$ cat src/rtl/seg_scan_counter.sv
// Per-channel debounced key counters, time-multiplexed onto a shared seven-segment bus.
// Each key bumps its own BCD/hex digit once per clean press; sel rotates through the digits.

module seg_scan_chan #(
  parameter int HEX_MODE        = 0,
  parameter int DEBOUNCE_CYCLES = 500000
) (
  input  logic       clk,
  input  logic       rst,
  input  logic       i_key,
  input  logic       i_clr,
  output logic [3:0] o_digit
);
  localparam int CW = (DEBOUNCE_CYCLES > 1) ? $clog2(DEBOUNCE_CYCLES) : 1;
  localparam logic [CW-1:0] CNT_LAST = CW'(DEBOUNCE_CYCLES - 1);

  logic          r_sync1, r_sync2, r_stable;
  logic [CW-1:0] r_cnt;
  logic [3:0]    r_digit;
  logic          w_done, w_press;

  // The press is recognised on the same edge that stable drops, so the digit
  // update lines up with the debounced level change.
  assign w_done  = (r_sync2 != r_stable) && (r_cnt == CNT_LAST);
  assign w_press = w_done && r_stable;

  always_ff @(posedge clk or posedge rst) begin
    if (rst) begin
      r_sync1  <= 1'b1;
      r_sync2  <= 1'b1;
      r_stable <= 1'b1;
      r_cnt    <= '0;
    end else begin
      r_sync1 <= i_key;
      r_sync2 <= r_sync1;
      if (r_sync2 == r_stable) begin
        r_cnt <= '0;
      end else if (w_done) begin
        r_stable <= r_sync2;
        r_cnt    <= '0;
      end else begin
        r_cnt <= r_cnt + 1'b1;
      end
    end
  end

  always_ff @(posedge clk or posedge rst) begin
    if (rst) begin
      r_digit <= 4'd0;
    end else if (i_clr) begin
      r_digit <= 4'd0;
    end else if (w_press) begin
      r_digit <= (HEX_MODE != 0 || r_digit != 4'd9) ? r_digit + 4'd1 : 4'd0;
    end
  end

  assign o_digit = r_digit;
endmodule

module seg_scan_counter #(
  parameter int NUM_DIGITS      = 8,
  parameter int SEL_W           = 3,
  parameter int HEX_MODE        = 0,
  parameter int DEBOUNCE_CYCLES = 500000,
  parameter int SCAN_DIV        = 50000
) (
  input  logic                    clk,
  input  logic                    rst,
  input  logic [NUM_DIGITS-1:0]   key,
  input  logic                    clr,
  output logic [SEL_W-1:0]        sel,
  output logic [7:0]              seg,
  output logic [4*NUM_DIGITS-1:0] digits
);
  localparam int PW = (SCAN_DIV > 1) ? $clog2(SCAN_DIV) : 1;
  localparam logic [PW-1:0]    PRESC_LAST = PW'(SCAN_DIV - 1);
  localparam logic [SEL_W-1:0] SEL_LAST   = SEL_W'(NUM_DIGITS - 1);

  logic [NUM_DIGITS-1:0][3:0] w_digit;
  logic [PW-1:0]              r_presc;
  logic [SEL_W-1:0]           r_sel;
  logic [3:0]                 w_cur;
  logic [7:0]                 w_seg;

  for (genvar g = 0; g < NUM_DIGITS; g++) begin : g_chan
    seg_scan_chan #(
      .HEX_MODE       (HEX_MODE),
      .DEBOUNCE_CYCLES(DEBOUNCE_CYCLES)
    ) u_chan (
      .clk    (clk),
      .rst    (rst),
      .i_key  (key[g]),
      .i_clr  (clr),
      .o_digit(w_digit[g])
    );
  end

  assign digits = w_digit;

  always_ff @(posedge clk or posedge rst) begin
    if (rst) begin
      r_presc <= '0;
      r_sel   <= '0;
    end else if (r_presc == PRESC_LAST) begin
      r_presc <= '0;
      r_sel   <= (r_sel == SEL_LAST) ? '0 : r_sel + 1'b1;
    end else begin
      r_presc <= r_presc + 1'b1;
    end
  end

  assign sel   = r_sel;
  assign w_cur = w_digit[r_sel];

  // Active-high segments, bit7 (dp) held low.
  always_comb begin
    w_seg = 8'h00;
    case (w_cur)
      4'h0: w_seg = 8'h3f;
      4'h1: w_seg = 8'h06;
      4'h2: w_seg = 8'h5b;
      4'h3: w_seg = 8'h4f;
      4'h4: w_seg = 8'h66;
      4'h5: w_seg = 8'h6d;
      4'h6: w_seg = 8'h7d;
      4'h7: w_seg = 8'h07;
      4'h8: w_seg = 8'h7f;
      4'h9: w_seg = 8'h6f;
      4'ha: w_seg = 8'h77;
      4'hb: w_seg = 8'h7c;
      4'hc: w_seg = 8'h39;
      4'hd: w_seg = 8'h5e;
      4'he: w_seg = 8'h79;
      4'hf: w_seg = 8'h71;
      default: w_seg = 8'h00;
    endcase
  end

  assign seg = w_seg;
endmodule

$ cat config.mk
export PLATFORM = sky130hd
export DESIGN_NAME = seg_scan_counter
export DESIGN_NICKNAME = d
export VERILOG_FILES = /design/src/rtl/seg_scan_counter.sv
export SDC_FILE = /design/constraint.sdc
export NUM_CORES = 1
export LEC_CHECK = 0
export CORE_MARGIN = 3
export CORE_UTILIZATION = 68
export CTS_BUF_LIST = sky130_fd_sc_hd__clkbuf_8
export CTS_CLUSTER_DIAMETER = 80
export DETAILED_ROUTE_END_ITERATION = 8
export GPL_TIMING_DRIVEN = 0
export PLACE_DENSITY = 0.95
export SYNTH_ARGS = -nofsm -noshare
export SYNTH_HDL_FRONTEND = slang
export SYNTH_SLANG_ARGS = --single-unit
export TNS_END_PERCENT = 100
$ cat constraint.sdc
create_clock -name clk -period 23.1 [get_ports clk]
set_input_delay 4.62 -clock clk [delete_from_list [all_inputs] [get_ports clk]]
set_output_delay 4.62 -clock clk [all_outputs]
set_load 0.005 [all_outputs]
==> results.md, run 1 <==
- Status: completed
- Unrepaired setup endpoints after global routing: false
- Routed wire length: 28600 um
- Gr usage total: 0.296
- Drt initial violations: 926
- Largest area contributor in the netlist: dfrtp_1
- Initial antenna violation count: 0
- Max IR drop VDD: 0.0704 mV
- HP Start: g_chan[4].u_chan.r_sync1
- Met1 Wirelength: 11300 um
- Post-synth ARST share: 1.00
- Max Cap Viol: 0
- Top layer reached by signal wires: met4
- Cts hold-fix bufs: 0
- Die area: 19500 um^2
- Setup TNS: 0 ns
- Synthesized area: 12100 um^2
- Met2 WL: 14400 um
- Post-CTS Resized: 0
- Vias: 10200
- Post-Syn Area per Cell: 9.74 um^2
- Total CTS buffers: 38
- Placer Congestion: 0.907
- CP required: 18.48 ns
- Grt ovf: 0
- Synth area leaders: dfrtp_1, dfstp_2, nor2_1
- Worst-Margin Slew: 0.869 ns
- Layout cells sized above 1: 0.100
- Post-placement cell area: 13000 um^2
- Die W: 139 um
- Clk_lat worst skew: 0.54 ns
- Ports: 54
- WP data arrival: 4.17 ns
- H-tree depth: 2
- TritonCTS clock tree: built
- Final Max Slew Viols: 0
- Vias per cell: 6.40
- Worst setup path start: sel[0]
- Netlist cell types: 66
- Main flop type after synthesis: dfrtp_1
- Syn nets: 1289
- Power Dens Cells: 59.0 nW/um^2
- Drt drc: 0
- ANT nets after route: 0
- ANT cells: 0
- Final HPWL DP: 18900 um
- Number of synthesized flops with an enable pin: 0
- First-pass GRT wire length: 48500 um
- Cells after synthesis: 1244
- #FFs+latches synth: 227
- Starting Density: 0.698
- Ys Warns: 0
- Longest Clk Path Bufs: 3
- DR WL/cell: 18.0 um
- Finish-stage setup viols: 0
- Clock root cell: clkbuf_8
- Crit end category: output pin
- Die Ht: 139 um
- HP Class: reg -> reg
- Area grow syn2layout: 13.6%
- Clk sinks: 227
- Largest net degree at the start of global routing: 122
- Hold depth: 0
- Crit share post-route: 0.381
- Final Skew: 0.0217 ns
- Worst-path cell chain: clkbuf_1 > mux4_2 > o21ai_0 > inv_1 > ha_1 > mux2_2 > a2bb2oi_1 > clkdlybuf4s50_1
- Reg2reg path depth: 4
- Seq/Total Area, Yosys: 0.471
- NumNets Final: 1382
- Rel. slew slack: 0.412
- Fin area: 13800 um^2
- Type of origin of the critical path: flip-flop
- Vias in the first global route: 10200
- Final Hold Viols: 0
- Total power draw: 812 uW
- Slowest CP cell: mux4_2
- FF-to-FF Start: r_presc[5]
- Critical path class: reg -> out
- Static Leak: 0.00558 uW
- WHS: 0.347 ns
- Critical Path Max Stage Delay: 0.60 ns
- Setup Buffers After CTS: 0
- Floorplan core area: 17400 um^2
- Drt pass-1 iters: 6
- Top cell type's share of synthesized area: 0.419
- Row count: 48
- Achievable Freq: 114 MHz
- IO Port Bufs: 52
- Maximum fanout along the worst path: 10
- Final critical-path required period: 8.79 ns
- Worst-path clk slew: 0.06 ns
- Met3 wire length: 2180 um
[synth_stat cells (3+ instances only)]
cell         n
a211oi_1     3
a21o_1       3
a21oi_1     82
a2bb2oi_1    3
a41oi_1      3
and2_1       5
and3_1      15
and3b_1      8
and4_1      16
buf_2        5
clkbuf_1    41
clkbuf_8     4
dfrtp_1    203
dfstp_2     24
ha_1        34
inv_1       56
mux2_2      14
mux2i_1      7
mux4_2       8
nand2_1     63
nand2b_1    19
nand3_1     63
nand4_1     53
nor2_1     135
nor2b_1     15
nor3_1      25
nor4_1      16
nor4b_1      7
nor4bb_1     5
o21ai_0     54
o31ai_1     26
o41ai_1      3
or2_2        5
or3_1       48
or4_1       32
or4b_1       3
or4b_2       7
or4bb_1      6
xnor2_1     52
xor2_1      42
[path summary, 6_finish.rpt]
kind	slack, ns	to
max	14.31	seg[5]
min	0.35	g_chan[4].u_chan.r_sync2
max reg2reg	20.43	sel[0]
min reg2reg	0.35	g_chan[4].u_chan.r_sync2
max in group asynchronous	17.47	g_chan[0].u_chan.r_stable
min in group asynchronous	4.65	g_chan[6].u_chan.r_cnt[0]
[cells in the final DEF, fill, tap and decap left out, types with 41 or more instances in the layout]
master           netlist  final
nand2_1               63     63
clkbuf_1              41     41
nand3_1               63     63
dfrtp_1              203    203
xnor2_1               52     52
inv_1                 56     70
o21ai_0               54     54
a21oi_1               82     82
nor2_1               135    135
nand4_1               53     53
or3_1                 48     48
clkbuf_8               4     54
clkdlybuf4s50_1        0     52
xor2_1                42     42
[registers in the layout, indices dropped and copies added (netlist names)]
| signal | flops |
|---|---|
| sel | 3 |
| g_chan.u_chan.r_stable | 8 |
| g_chan.u_chan.o_digit | 32 |
| g_chan.u_chan.r_sync1 | 8 |
| g_chan.u_chan.r_sync2 | 8 |
| g_chan.u_chan.r_cnt | 152 |
| r_presc | 16 |
[metal layers]
| layer | GRT usage | up-vias |
|---|---|---|
| met5 | 0 | - |
| met4 | 0.106 | 0 |
| met3 | 0.0612 | 59 |
| met2 | 0.505 | 429 |
| met1 | 0.377 | 5010 |
| li1 | - | 4685 |
[power breakdown]
part	switching (uW)	total [uW]	internal, uW	leakage (uW)
combinational	19.1	27.3	8.13	0.00206
sequential	4.34	408	404	0.00305
clock	161	376	215	0.000475
total	184	812	627	0.00558
[through the flow]
step                cells   util  setup slack, ns
floorplan            1244      -            12.30
finish               1591  0.793            14.31
detailed placement   1522  0.746            14.92
global route         1591  0.793            14.09
CTS                  1591  0.793            14.34
global placement     1521  0.744             9.60
[critical path, delay by kind of cell, from the launching register on]
kind | cells | cell delay (ns)
buf+inv | 3 | 1.37
mux | 2 | 0.88
compound gates | 2 | 0.68
flops | 1 | 0.41
fa+ha+maj | 1 | 0.29
[final cells by class]
cell class	instances	area, um^2
tap	225	282
inverter	56	218
timing repair buffer	53	548
multi-input combinational	909	5940
fill	1003	3590
sequential	227	5710
clock inverter	19	126
clock buffer	50	688
buffer	52	253
[logic make-up (layout without fill, tap and decap cells)]
family | count (synthesis) | in the layout | share of synthesized area
simple gates | 553 | 553 | 0.254
flops | 227 | 227 | 0.471
compound gates | 198 | 198 | 0.0990
buf+inv | 108 | 230 | 0.0382
xor+xnor | 94 | 94 | 0.0680
fa+ha+maj | 34 | 34 | 0.0351
mux | 29 | 29 | 0.0337
other cells | 1 | 1 | 0.000310
Note: power is estimated with default switching activity, not from simulation.
==> run 2: changes to the inputs <==
- CORE_UTILIZATION: 68 -> 63
- PLACE_DENSITY: 0.95 -> 0.93
- clock period: 23.1 -> 8.55 ns (I/O delays scaled with it)
==> results.md, run 2 (same netlist as run 1, synthesis figures left out) <==
- Status: completed
- HP Class: reg -> reg
- Vias in the first global route: 9937 (-2.5%)
- Worst setup margin: 2.65 ns (-11.66 ns)
- Vias per cell: 6.23 (-2.7%)
- Maximum fanout along the worst path: 10 (unchanged)
- Max IR drop VDD: 0.149 mV (+110%)
- Drt initial violations: 801 (-13%)
- Max reg flops: 152 (unchanged)
- Power Dens Cells: 162 nW/um^2 (+170%)
- IO Port Bufs: 52 (unchanged)
- Biggest register: g_chan.u_chan.r_cnt
- Finish-stage setup viols: 0 (unchanged)
- Row count: 50 (+4.2%)
- Layout cells sized above 1: 0.104 (+0.00343)
- TritonCTS clock tree: built
- Floorplan core area: 18800 um^2 (+8.1%)
- Die W: 145 um (+3.7%)
- Die Ht: 145 um (+3.7%)
- Crit end category: output pin
- Clk sinks: 227 (unchanged)
- Routed wire length: 27800 um (-2.6%)
- H-tree depth: 2 (unchanged)
- ANT nets after route: 0 (unchanged)
- WP data arrival: 4.19 ns (+0.02 ns)
- Rel. slew slack: 0.449 (+0.0368)
- Static Leak: 0.00561 uW (+0.54%)
- Placer Congestion: 0.926 (+2.1%)
- Layout Utilization: 0.738 (-0.0550)
- Final HPWL DP: 18900 um (-0.13%)
- Critical Path Max Stage Delay: 0.61 ns (about the same)
- Final critical-path required period: 5.90 ns
- Most common cell after layout, fill and taps aside: dfrtp_1
- Clk_lat worst skew: 0.54 ns (about the same)
- Max Cap Viol: 0 (unchanged)
- Cts hold-fix bufs: 0 (unchanged)
- Die area: 20900 um^2 (+7.6%)
- DR WL/cell: 17.4 um (-3.3%)
- Setup Buffers After CTS: 0 (unchanged)
- Ports: 54 (unchanged)
- Gr usage total: 0.275 (-0.0213)
- Final Skew: 0.0204 ns (-0.00130 ns)
- First-pass GRT wire length: 47100 um (-2.8%)
- Largest net degree at the start of global routing: 119 (-2.5%)
- Vias: 9979 (-2.0%)
- Worst-Margin Slew: 0.815 ns (-0.0544 ns)
- Longest Clk Path Bufs: 3 (unchanged)
- Total CTS buffers: 40 (+5.3%)
- Achievable Freq: 169 MHz
- CP required: 6.84 ns (-11.64 ns)
- Non-Filler Instances: 1603 (+0.75%)
- Dpl cells: 1532 (+0.66%)
- Crit share post-route: 0.691
- Clock root cell: clkbuf_8
- Most frequent cells in the layout: dfrtp_1, nor2_1, a21oi_1
- Starting Density: 0.646 (-0.0525)
- Type of origin of the critical path: flip-flop
- NumNets Final: 1385 (+0.22%)
- Drt drc: 0 (unchanged)
- WHS: 0.354 ns (+0.00653 ns)
- Drt pass-1 iters: 7 (+1)
- Final Max Slew Viols: 0 (unchanged)
- Initial antenna violation count: 0 (unchanged)
- Setup WS pre-CTS: 3.24 ns (-11.68 ns)
- Grt ovf: 0 (unchanged)
- Slowest CP cell: clkdlybuf4s50_1
- Post-CTS Resized: 0 (unchanged)
- Worst-path clk slew: 0.06 ns (about the same)
- Area grow syn2layout: 14.4%
- Unrepaired setup endpoints after global routing: false
- ANT cells: 0 (unchanged)
- Critical path class: reg -> out
- Worst-path cell chain: clkbuf_1 > mux4_2 > o21ai_0 > inv_1 > ha_1 > mux2_2 > a2bb2oi_1 > clkdlybuf4s50_1
- Final Hold Viols: 0 (unchanged)
[run 2: final timing paths]
kind | startpoint | endpoint | slack (ns) | depth (start not counted)
worst max-delay path | sel[0] | seg[6] | 2.65 | 8
worst min-delay path | g_chan[3].u_chan.r_sync1 | g_chan[3].u_chan.r_sync2 | 0.35 | 0
worst max register to register | g_chan[0].u_chan.r_cnt[9] | g_chan[0].u_chan.r_cnt[10] | 5.96 | 7
worst min register to register | g_chan[3].u_chan.r_sync1 | g_chan[3].u_chan.r_sync2 | 0.35 | 0
max in group asynchronous | rst | g_chan[1].u_chan.r_sync2 | 5.75 | 4
min in group asynchronous | rst | g_chan[6].u_chan.r_cnt[0] | 1.57 | 2
[run 2: per-layer routing]
metal,share of wire,wire length (um),track usage,up-vias
li1,-,-,-,4699
met2,0.49,13600,0.461,363
met3,0.065,1810,0.0611,84
met4,0.033,908,0.106,0
met1,0.41,11500,0.350,4833
met5,0,0,0,-
[run 2: critical path, delay by kind of cell (launching register included)]
kind / cells / cell delay (ns)
compound gates: 2 / 0.78
flops: 1 / 0.37
mux: 2 / 0.85
fa+ha+maj: 1 / 0.26
buf+inv: 3 / 1.40
[run 2: through the flow]
step / power [uW] / area, um^2 / setup TNS [ns]
4_1_cts: 2260 / 13900 / 0
5_1_grt: 2320 / 13900 / 0
2_1_floorplan: 1170 / 12100 / 0
3_5_place_dp: 1200 / 13000 / 0
3_3_place_gp: 1190 / 12900 / -402.65
6_report: 2240 / 13900 / 0
[run 2: area by class of cell]
type	count	area, um^2
clock inverters	14	78.8
inverters	56	218
flip-flops and latches	227	5710
repair buffers	54	576
well taps	234	293
plain buffers	52	253
clock buffers	57	785
fillers	1262	4910
multi-input cells	909	5940
[run 2: power by group]
part           internal [uW]  switching (uW)  total [uW]
clock network            616             446        1060
registers               1090            12.1        1100
logic                   23.2            51.3        74.5
total                   1730             509        2240
==> run 3: changes to the inputs <==
- clock period: 8.55 -> 6.1 ns (I/O delays scaled with it)
==> results.md, run 3 (same netlist as run 1, synthesis figures left out) <==
- Most common cell after layout, fill and taps aside: dfrtp_1
- ANT cells: 0 (unchanged)
- Filler instances: 1251 (-0.87%)
- Vias in the first global route: 9872 (-0.65%)
- IO Port Bufs: 52 (unchanged)
- Row count: 50 (unchanged)
- R2R Setup Slk: 3.47 ns (-2.49 ns)
- Longest Clk Path Bufs: 3 (unchanged)
- Setup Buffers After CTS: 0 (unchanged)
- CP required: 4.88 ns (-1.96 ns)
- Starting Density: 0.646 (unchanged)
- Drt drc: 0 (unchanged)
- Max IR drop VDD: 0.158 mV (+6.0%)
- WP data arrival: 4.31 ns (+0.12 ns)
- Max reg flops: 152 (unchanged)
- Power Dens Cells: 214 nW/um^2 (+32%)
- Crit end category: output pin
- Hold depth: 0 (unchanged)
- FF-to-FF Start: g_chan[5].u_chan.r_cnt[12]
- Critical path class: reg -> out
- Drt initial violations: 805 (+0.50%)
- Status: completed
- Rel. slew slack: 0.419 (-0.0296)
- Register area: 5710 um^2 (unchanged)
- Die area: 20900 um^2 (unchanged)
- Final Hold Viols: 0 (unchanged)
- Static Leak: 0.00558 uW (-0.56%)
- Total CTS buffers: 38 (-5.0%)
- ANT nets after route: 0 (unchanged)
- Initial antenna violation count: 0 (unchanged)
- Max Cap Viol: 0 (unchanged)
- TritonCTS clock tree: built
- Fin area: 13800 um^2 (-0.53%)
- Floorplan core area: 18800 um^2 (unchanged)
- Placer Congestion: 0.894 (-3.5%)
- Routed wire length: 27100 um (-2.5%)
- Maximum fanout along the worst path: 10 (unchanged)
- Gr usage total: 0.268 (-0.00649)
- Grt ovf: 0 (unchanged)
- Area grow syn2layout: 13.7%
- Worst r2r dst: g_chan[5].u_chan.r_cnt[8]
- DR WL/cell: 16.9 um (-2.5%)
- Vias: 9996 (+0.17%)
- Clock root cell: clkbuf_8
- Biggest register: g_chan.u_chan.r_cnt
- WHS: 0.355 ns (+0.000827 ns)
- Setup WS pre-CTS: 1.14 ns (-2.10 ns)
- Worst-Margin Slew: 0.859 ns (+0.0439 ns)
- Hold EP: g_chan[5].u_chan.r_sync2
- Type of origin of the critical path: flip-flop
- Layout Utilization: 0.734 (-0.00393)
- Post-placement cell area: 13100 um^2 (+0.47%)
- HP Start: g_chan[5].u_chan.r_sync1
- Finish-stage setup viols: 0 (unchanged)
- Clk sinks: 227 (unchanged)
- Area taken by multi-input logic gates: 5940 um^2 (unchanged)
- Worst-path clk slew: 0.06 ns (about the same)
- Clk_lat worst skew: 0.53 ns (about the same)
- Crit share post-route: 0.907
- Die W: 145 um (unchanged)
- Worst setup margin: 0.567 ns (-2.08 ns)
- First-pass GRT wire length: 46300 um (-1.8%)
- Largest net degree at the start of global routing: 44 (-63%)
- Most frequent cells in the layout: dfrtp_1, nor2_1, a21oi_1
- Final Max Slew Viols: 0 (unchanged)
- Setup TNS: 0 ns (unchanged)
- Die Ht: 145 um (unchanged)
- Unrepaired setup endpoints after global routing: false
- Drt pass-1 iters: 5 (-2)
- NumNets Final: 1387 (+0.14%)
- Final critical-path required period: 5.53 ns
- H-tree depth: 2 (unchanged)
- Vias per cell: 6.24 (+0.17%)
- Reg2reg path depth: 6 (-1)
- Final Skew: 0.0223 ns (+0.00191 ns)
- Cts hold-fix bufs: 0 (unchanged)
- Final HPWL DP: 19100 um (+1.3%)
- Achievable Freq: 181 MHz
- Layout cells sized above 1: 0.101 (-0.00292)
- Post-CTS Resized: 0 (unchanged)
- HP Class: reg -> reg
- Ports: 54 (unchanged)
-- run 3: cell types whose count changed in the layout (fill, tap and decap cells not counted) --
cell	before	now
inv_8	1	0
clkinv_2	0	2
clkbuf_8	61	51
bufinv_16	1	0
inv_1	68	72
buf_12	0	6
buf_16	2	0
clkinvlp_4	0	2
-- run 3: area by class of cell --
type | count | share of cell area
multi-input cells | 909 | 0.431
clock buffers | 47 | 0.0469
inverters | 56 | 0.0155
well taps | 234 | 0.0212
clock inverters | 20 | 0.00590
repair buffers | 58 | 0.0465
plain buffers | 52 | 0.0183
flip-flops and latches | 227 | 0.414
-- run 3: worst max-delay path by stage --
stage / start / depth (start not counted) / slack [ns] / end
after floorplan: rst / 1 / 1.93 / g_chan[0].u_chan.o_digit[0]
after global placement: rst / 2 / 0.32 / g_chan[0].u_chan.r_cnt[14]
after detailed placement: sel[0] / 8 / 1.14 / seg[6]
after CTS: sel[0] / 8 / 0.56 / seg[6]
after global routing: sel[0] / 8 / 0.39 / seg[6]
final: sel[0] / 8 / 0.57 / seg[6]
-- run 3: critical path: stages (launching register included) --
cell and delay [ns]:
dfrtp_1 0.39, clkbuf_1 0.55, mux4_2 0.58, o21ai_0 0.66, inv_1 0.23, ha_1 0.25, mux2_2 0.26, a2bb2oi_1 0.24
clkdlybuf4s50_1 0.63
-- run 3: per-layer routing --
layer / part of all wire / global-route usage / vias to the layer above
li1: - / - / 4709
met1: 0.41 / 0.348 / 4872
met2: 0.49 / 0.450 / 335
met3: 0.066 / 0.0532 / 80
met4: 0.032 / 0.100 / 0
met5: 0 / 0 / -
-- run 3: stage by stage --
step / instances / power, uW
floorplan: 1244 / 1640
global placement: 1530 / 1670
detailed placement: 1536 / 1680
CTS: 1603 / 2970
global route: 1603 / 3070
finish: 1603 / 2950
-- run 3: where the power goes --
group / total, uW / switching [uW] / leakage [uW] / internal (uW)
registers: 1550 / 16.7 / 0.00305 / 1530
logic: 108 / 71.8 / 0.00209 / 36.6
clock network: 1290 / 599 / 0.000436 / 692
total: 2950 / 688 / 0.00558 / 2260
